$ cat config.mk
export PLATFORM = sky130hd
export DESIGN_NAME = pipelined_barrel_shifter
export DESIGN_NICKNAME = d
export VERILOG_FILES = /design/src/rtl/pipelined_barrel_shifter.sv
export SDC_FILE = /design/constraint.sdc
export NUM_CORES = 1
export LEC_CHECK = 0
export CAP_MARGIN = 25
export CELL_PAD_IN_SITES_DETAIL_PLACEMENT = 1
export CELL_PAD_IN_SITES_GLOBAL_PLACEMENT = 2
export CORE_MARGIN = 4
export CORE_UTILIZATION = 35
export CTS_CLUSTER_SIZE = 28
export DETAILED_ROUTE_END_ITERATION = 7
export GPL_TIMING_DRIVEN = 0
export PLACE_DENSITY = 0.81
export SLEW_MARGIN = 0
export SYNTH_ARGS = -nofsm -noshare
export SYNTH_HDL_FRONTEND = slang
export SYNTH_SLANG_ARGS = --single-unit
$ cat constraint.sdc
create_clock -name clk -period 1.98 [get_ports clk]
set_input_delay 0.198 -clock clk [delete_from_list [all_inputs] [get_ports clk]]
set_output_delay 0.198 -clock clk [all_outputs]
set_load 0.01 [all_outputs]
$ cat src/rtl/pipelined_barrel_shifter.sv
// Pipelined barrel shifter: rotate / logical / arithmetic / reverse-rotate, valid-ready handshake.
// Optional zero/lost status outputs are enabled with `define BSHIFT_STATUS_EN.
module pipelined_barrel_shifter #(
  parameter int WIDTH     = 32,
  parameter int REG_EVERY = 1
) (
  input  logic                      clk,
  input  logic                      rst_n,
  input  logic [WIDTH-1:0]          data,
  input  logic [$clog2(WIDTH)-1:0]  shiftAmt,
  input  logic                      lr,
  input  logic [1:0]                mode,
  input  logic                      in_valid,
  output logic                      in_ready,
  output logic [WIDTH-1:0]          y,
  output logic                      out_valid,
  input  logic                      out_ready
`ifdef BSHIFT_STATUS_EN
  ,
  output logic                      zero,
  output logic                      lost
`endif
);

  localparam int AW = $clog2(WIDTH);

  typedef struct packed {
    logic             valid;
    logic [WIDTH-1:0] data;
    logic [AW-1:0]    amt;
    logic             lr;
    logic [1:0]       mode;
    logic             fill;
    logic             lost;
  } slot_t;

  logic  adv;
  slot_t slot_in;
  slot_t last_o;
  slot_t last_d;

  function automatic slot_t shift_level(input slot_t s, input int unsigned k);
    slot_t            r;
    logic [WIDTH-1:0] d;
    logic [WIDTH-1:0] lo_mask;
    logic [WIDTH-1:0] hi_mask;
    int unsigned      sh;
    r       = s;
    sh      = 32'd1 << k;
    d       = s.data;
    lo_mask = {WIDTH{1'b1}} >> (WIDTH - sh);
    hi_mask = ~({WIDTH{1'b1}} >> sh);
    if (s.amt[k]) begin
      if (s.mode == 2'b00 || s.mode == 2'b11) begin
        r.data = s.lr ? ((d >> sh) | (d << (WIDTH - sh)))
                      : ((d << sh) | (d >> (WIDTH - sh)));
      end else if (s.lr) begin
        r.data = (d >> sh) | (s.fill ? hi_mask : '0);
        r.lost = s.lost | (|(d & lo_mask));
      end else begin
        r.data = d << sh;
        r.lost = s.lost | (|(d & hi_mask));
      end
    end
    return r;
  endfunction

  // Idle slots are zeroed so bubbles carry no stale data down the pipe.
  always_comb begin
    slot_in = '0;
    if (in_valid) begin
      slot_in.valid = 1'b1;
      for (int unsigned i = 0; i < WIDTH; i++) begin
        slot_in.data[i] = (mode == 2'b11) ? data[WIDTH-1-i] : data[i];
      end
      slot_in.amt  = shiftAmt;
      slot_in.lr   = lr;
      slot_in.mode = mode;
      slot_in.fill = (mode == 2'b10) & lr & data[WIDTH-1];
    end
  end

  for (genvar k = 0; k < AW; k++) begin : g_lvl
    slot_t src;
    slot_t stage_d;
    slot_t stage_o;

    if (k == 0) begin : g_first
      always_comb src = slot_in;
    end else begin : g_next
      always_comb src = g_lvl[k-1].stage_o;
    end

    always_comb stage_d = shift_level(src, k);

    if (((k + 1) % REG_EVERY == 0) || (k == AW - 1)) begin : g_reg
      slot_t stage_q;
      always_ff @(posedge clk or negedge rst_n) begin
        if (!rst_n)   stage_q <= '0;
        else if (adv) stage_q <= stage_d;
      end
      always_comb stage_o = stage_q;
    end else begin : g_comb
      always_comb stage_o = stage_d;
    end
  end

  always_comb begin
    last_o    = g_lvl[AW-1].stage_o;
    last_d    = g_lvl[AW-1].stage_d;
    y         = last_o.data;
    out_valid = last_o.valid;
    adv       = out_ready | ~out_valid;
    in_ready  = adv;
  end

`ifdef BSHIFT_STATUS_EN
  logic zero_q;
  logic zero_d;

  always_comb zero_d = last_d.valid && (last_d.data == '0);

  always_ff @(posedge clk or negedge rst_n) begin
    if (!rst_n)   zero_q <= 1'b0;
    else if (adv) zero_q <= zero_d;
  end

  always_comb begin
    zero = zero_q;
    lost = last_o.lost;
  end

  logic unused_bits;
  always_comb unused_bits = ^{last_o.amt, last_o.lr, last_o.mode, last_o.fill, last_d};
`else
  logic unused_bits;
  always_comb unused_bits = ^{last_o.amt, last_o.lr, last_o.mode, last_o.fill, last_o.lost, last_d};
`endif

endmodule

==> qor.yml <==
path_max_fanout: 28
setup.worst_path.end: "g_lvl[3].g_reg.stage_q[13]$_DFFE_PN0P_"
grt_util_met2: 0.368
p_seq_frac: 0.395
diodes: 0
layout.cells.most_common_list: "nand2_1 (255), o21ai_0 (197), dfrtp_1 (191)"
fp.dieW_um: 180
yosysTopAreaCellShare: 0.463
grt_util_met3: 0.0289
hold_viol: 0
syn_inst: 1142
ir_drop_mv: 0.640
stdcell_count: 1632
crit_path_top_delay_cell: "dfrtp_1"
drtIter0Drc: 439
reg2reg_depth: 8
cell_internal_pwr_mw: 10.9
dieArea_sq_mm: 0.0323
grt-ovfl-total: 0
clockPowerShare: 0.179
ys.flop_type: "dfrtp_1"
clk_latency_ns: 0.45
routed_wl_mm: 34.4
p_sw_frac: 0.443
fmaxAchievable_ghz: 0.553
worst_hold_path_type: "in2reg"
vias_per_cell: 5.47
first_global_vias: 9282
hpwl_mm: 26.4
max_slew_margin: 0.413
grt_pass1_wl_mm: 54.9
syn2layout_area_growth_pct: 18.1
grt_usage: 0.213
grt_start_max_net_pins: 115
rows: 62
syn-num-nets: 1186
nNetsFinal: 1279
avgRoutedWirePerCell_um: 21.1
holdPathStages: 3
postPlaceCellArea_sq_mm: 0.0116
n_fill_cell: 3393
worst_slew_pin_slew_ns: 0.881
clkTransAtPathRegs_ns: 0.09
antenna_found_initial: 0
worst-setup-path-type: "reg2reg"
root_buffer: "clkbuf_16"
cts_sinks: 191
final_antenna_net_count: 0
finalCriticalPeriod_ns: 1.81
ys_top_cells_by_area: "dfrtp_1 (46%), mux2i_1 (10%), o21ai_0 (9.6%)"
cp.required_ns: 2.36
r2r_end: "g_lvl[3].g_reg.stage_q[13]$_DFFE_PN0P_"
cts_max_level: 4
synthArstFlopShare: 1.00
top_level_ports: 78
vias: 8926
stdcell_area_sq_mm: 0.0122
end_kind: "register"
initial_core_util: 0.358
numCtsBuffers: 17
syn_area_sq_mm: 0.0103
period_share: 0.913
drt_pre_antenna_iters: 5
p_sw_mw: 8.68
cts_tree: "built"
crit_path_max_incr_delay_ns: 0.38
synth_top_area_cell: "dfrtp_1"
setup_violations: 0
yosys_warnings: 0
rsz0062_at_grt: "no"
slew_violations: 0
power.density_mw_per_mm2: 1610
pwr-share-comb: 0.426
core_region_area_sq_mm: 0.0289
dp_cells: 1602
drcViolationCount: 0
r2r-start: "out_valid$_DFFE_PN0P_"
power_mw: 19.6
gr-usage-met1: 0.281
synth_area_per_cell_sq_um: 9.04
start_kind: "register"
place_congestion: 0.878
rrSetupSlack_ns: 0.17
layout_commonest_cell: "nand2_1"
crit_chain: "nor2b_2 > buf_6 > inv_2 > buf_12 > buf_2 > o21ai_0 > a31oi_1 > a21o_1"
clk_path_buf_depth: 2
top_usage_layer: "met2"
maxCapViolations: 0
startpoint: "out_valid$_DFFE_PN0P_"
synth_cell_types: 43
drive_above_1_share: 0.0873
power.leakage_nw: 5.29
fin_worst_skew_ns: 0.0223
synth-edff-count: 0
numPortBuffers: 75
synth-seq-cells: 191
seq_area_frac_synth: 0.463
status: "finished clean"
fin_tns_setup_ns: 0
cp_data_arrival_time_ns: 2.19
die_y_um: 180
## layout make-up
cell class                 count  area (sq um)  share of cell area
multi-input combinational    844          5000               0.410
sequential                   191          4780               0.392
timing repair buffer          77           788              0.0647
buffer                        97           520              0.0427
tap                          384           480              0.0394
clock buffer                  18           429              0.0352
clock inverter                14           169              0.0139
inverter                       7          26.3             0.00216
## synth_stat cells (10+ instances only)
cell type and number:
nand2_1 255, o21ai_0 197, dfrtp_1 191, mux2i_1 107, nor2_1 44, clkbuf_1 41, buf_2 36, a21oi_1 32
o22a_1 30, o22ai_1 28, a31oi_1 18, or3_1 17, a21o_1 15, nand3b_1 15, nor3b_1 14, a221oi_2 10
buf_4 10
## critical path, delay by kind of cell (launching register included)
kind / cells / cell delay [ns]
AO/OA/AOI/OAI: 3 / 0.52
buffers and inverters: 4 / 0.68
flip-flops: 1 / 0.38
AND/OR/NAND/NOR: 1 / 0.15
## repair_timing
item	in CTS	in global routing
hold buffers	1	0
buffers inserted	0	0
endpoints found under the setup margin	1	16
hold endpoints to repair	113	0
gates resized for setup	3	12
## worst min path at each step
stage	to	from	slack, ns
2_1_floorplan	g_lvl[0].g_reg.stage_q[10]$_DFFE_PN0P_	rst_n	-0.1
3_3_place_gp	out_valid$_DFFE_PN0P_	g_lvl[3].g_reg.stage_q[42]$_DFFE_PN0P_	0.45
3_5_place_dp	y[6]$_DFFE_PN0P_	rst_n	0.35
4_1_cts	g_lvl[0].g_reg.stage_q[2]$_DFFE_PN0P_	mode[0]	0.06
5_1_grt	g_lvl[0].g_reg.stage_q[2]$_DFFE_PN0P_	mode[0]	0.07
6_report	g_lvl[0].g_reg.stage_q[2]$_DFFE_PN0P_	mode[0]	0.06
## cells by family after synthesis
kind of cell,count (synthesis),share of synthesized area
AOI/OAI and AO/OA,374,0.225
xor gates and xnor gates,4,0.00558
buffers and inverters,107,0.0527
DFF,191,0.463
muxes,107,0.104
and+or+nand+nor,359,0.149
## registers in the layout, indices dropped and copies added, names as in the netlist
name and flops:
out_valid 1, g_lvl.g_reg.stage_q 158, y 32
## per-layer routing
| layer | part of all wire | wire (um) |
|---|---|---|
| met1 | 0.45 | 15600 |
| met2 | 0.50 | 17100 |
| met3 | 0.029 | 1010 |
| met4 | 0.021 | 709 |
| met5 | 0 | 0 |
## power groups by stage
stage                     Sequential [mW]  Combinational, mW  Clock, mW
after CTS                            7.73               8.39       3.55
final                                7.74               8.35       3.51
after global routing                 7.95               9.30       3.72
after detailed placement             7.81               8.35          0
after floorplan                      7.02               5.41          0
after global placement               7.76               8.11          0
## per-stage QoR
stage | utilization | hold WS (ns) | worst slack, ns
CTS | 0.422 | 0.0612 | 0.0365
floorplan | - | -0.0976 | 0.519
finish | 0.422 | 0.0638 | 0.173
detailed placement | 0.401 | 0.346 | -0.468
global placement | 0.400 | 0.447 | -7.46
global route | 0.422 | 0.0684 | 0.0520
Power figures use the tool's default switching activity.
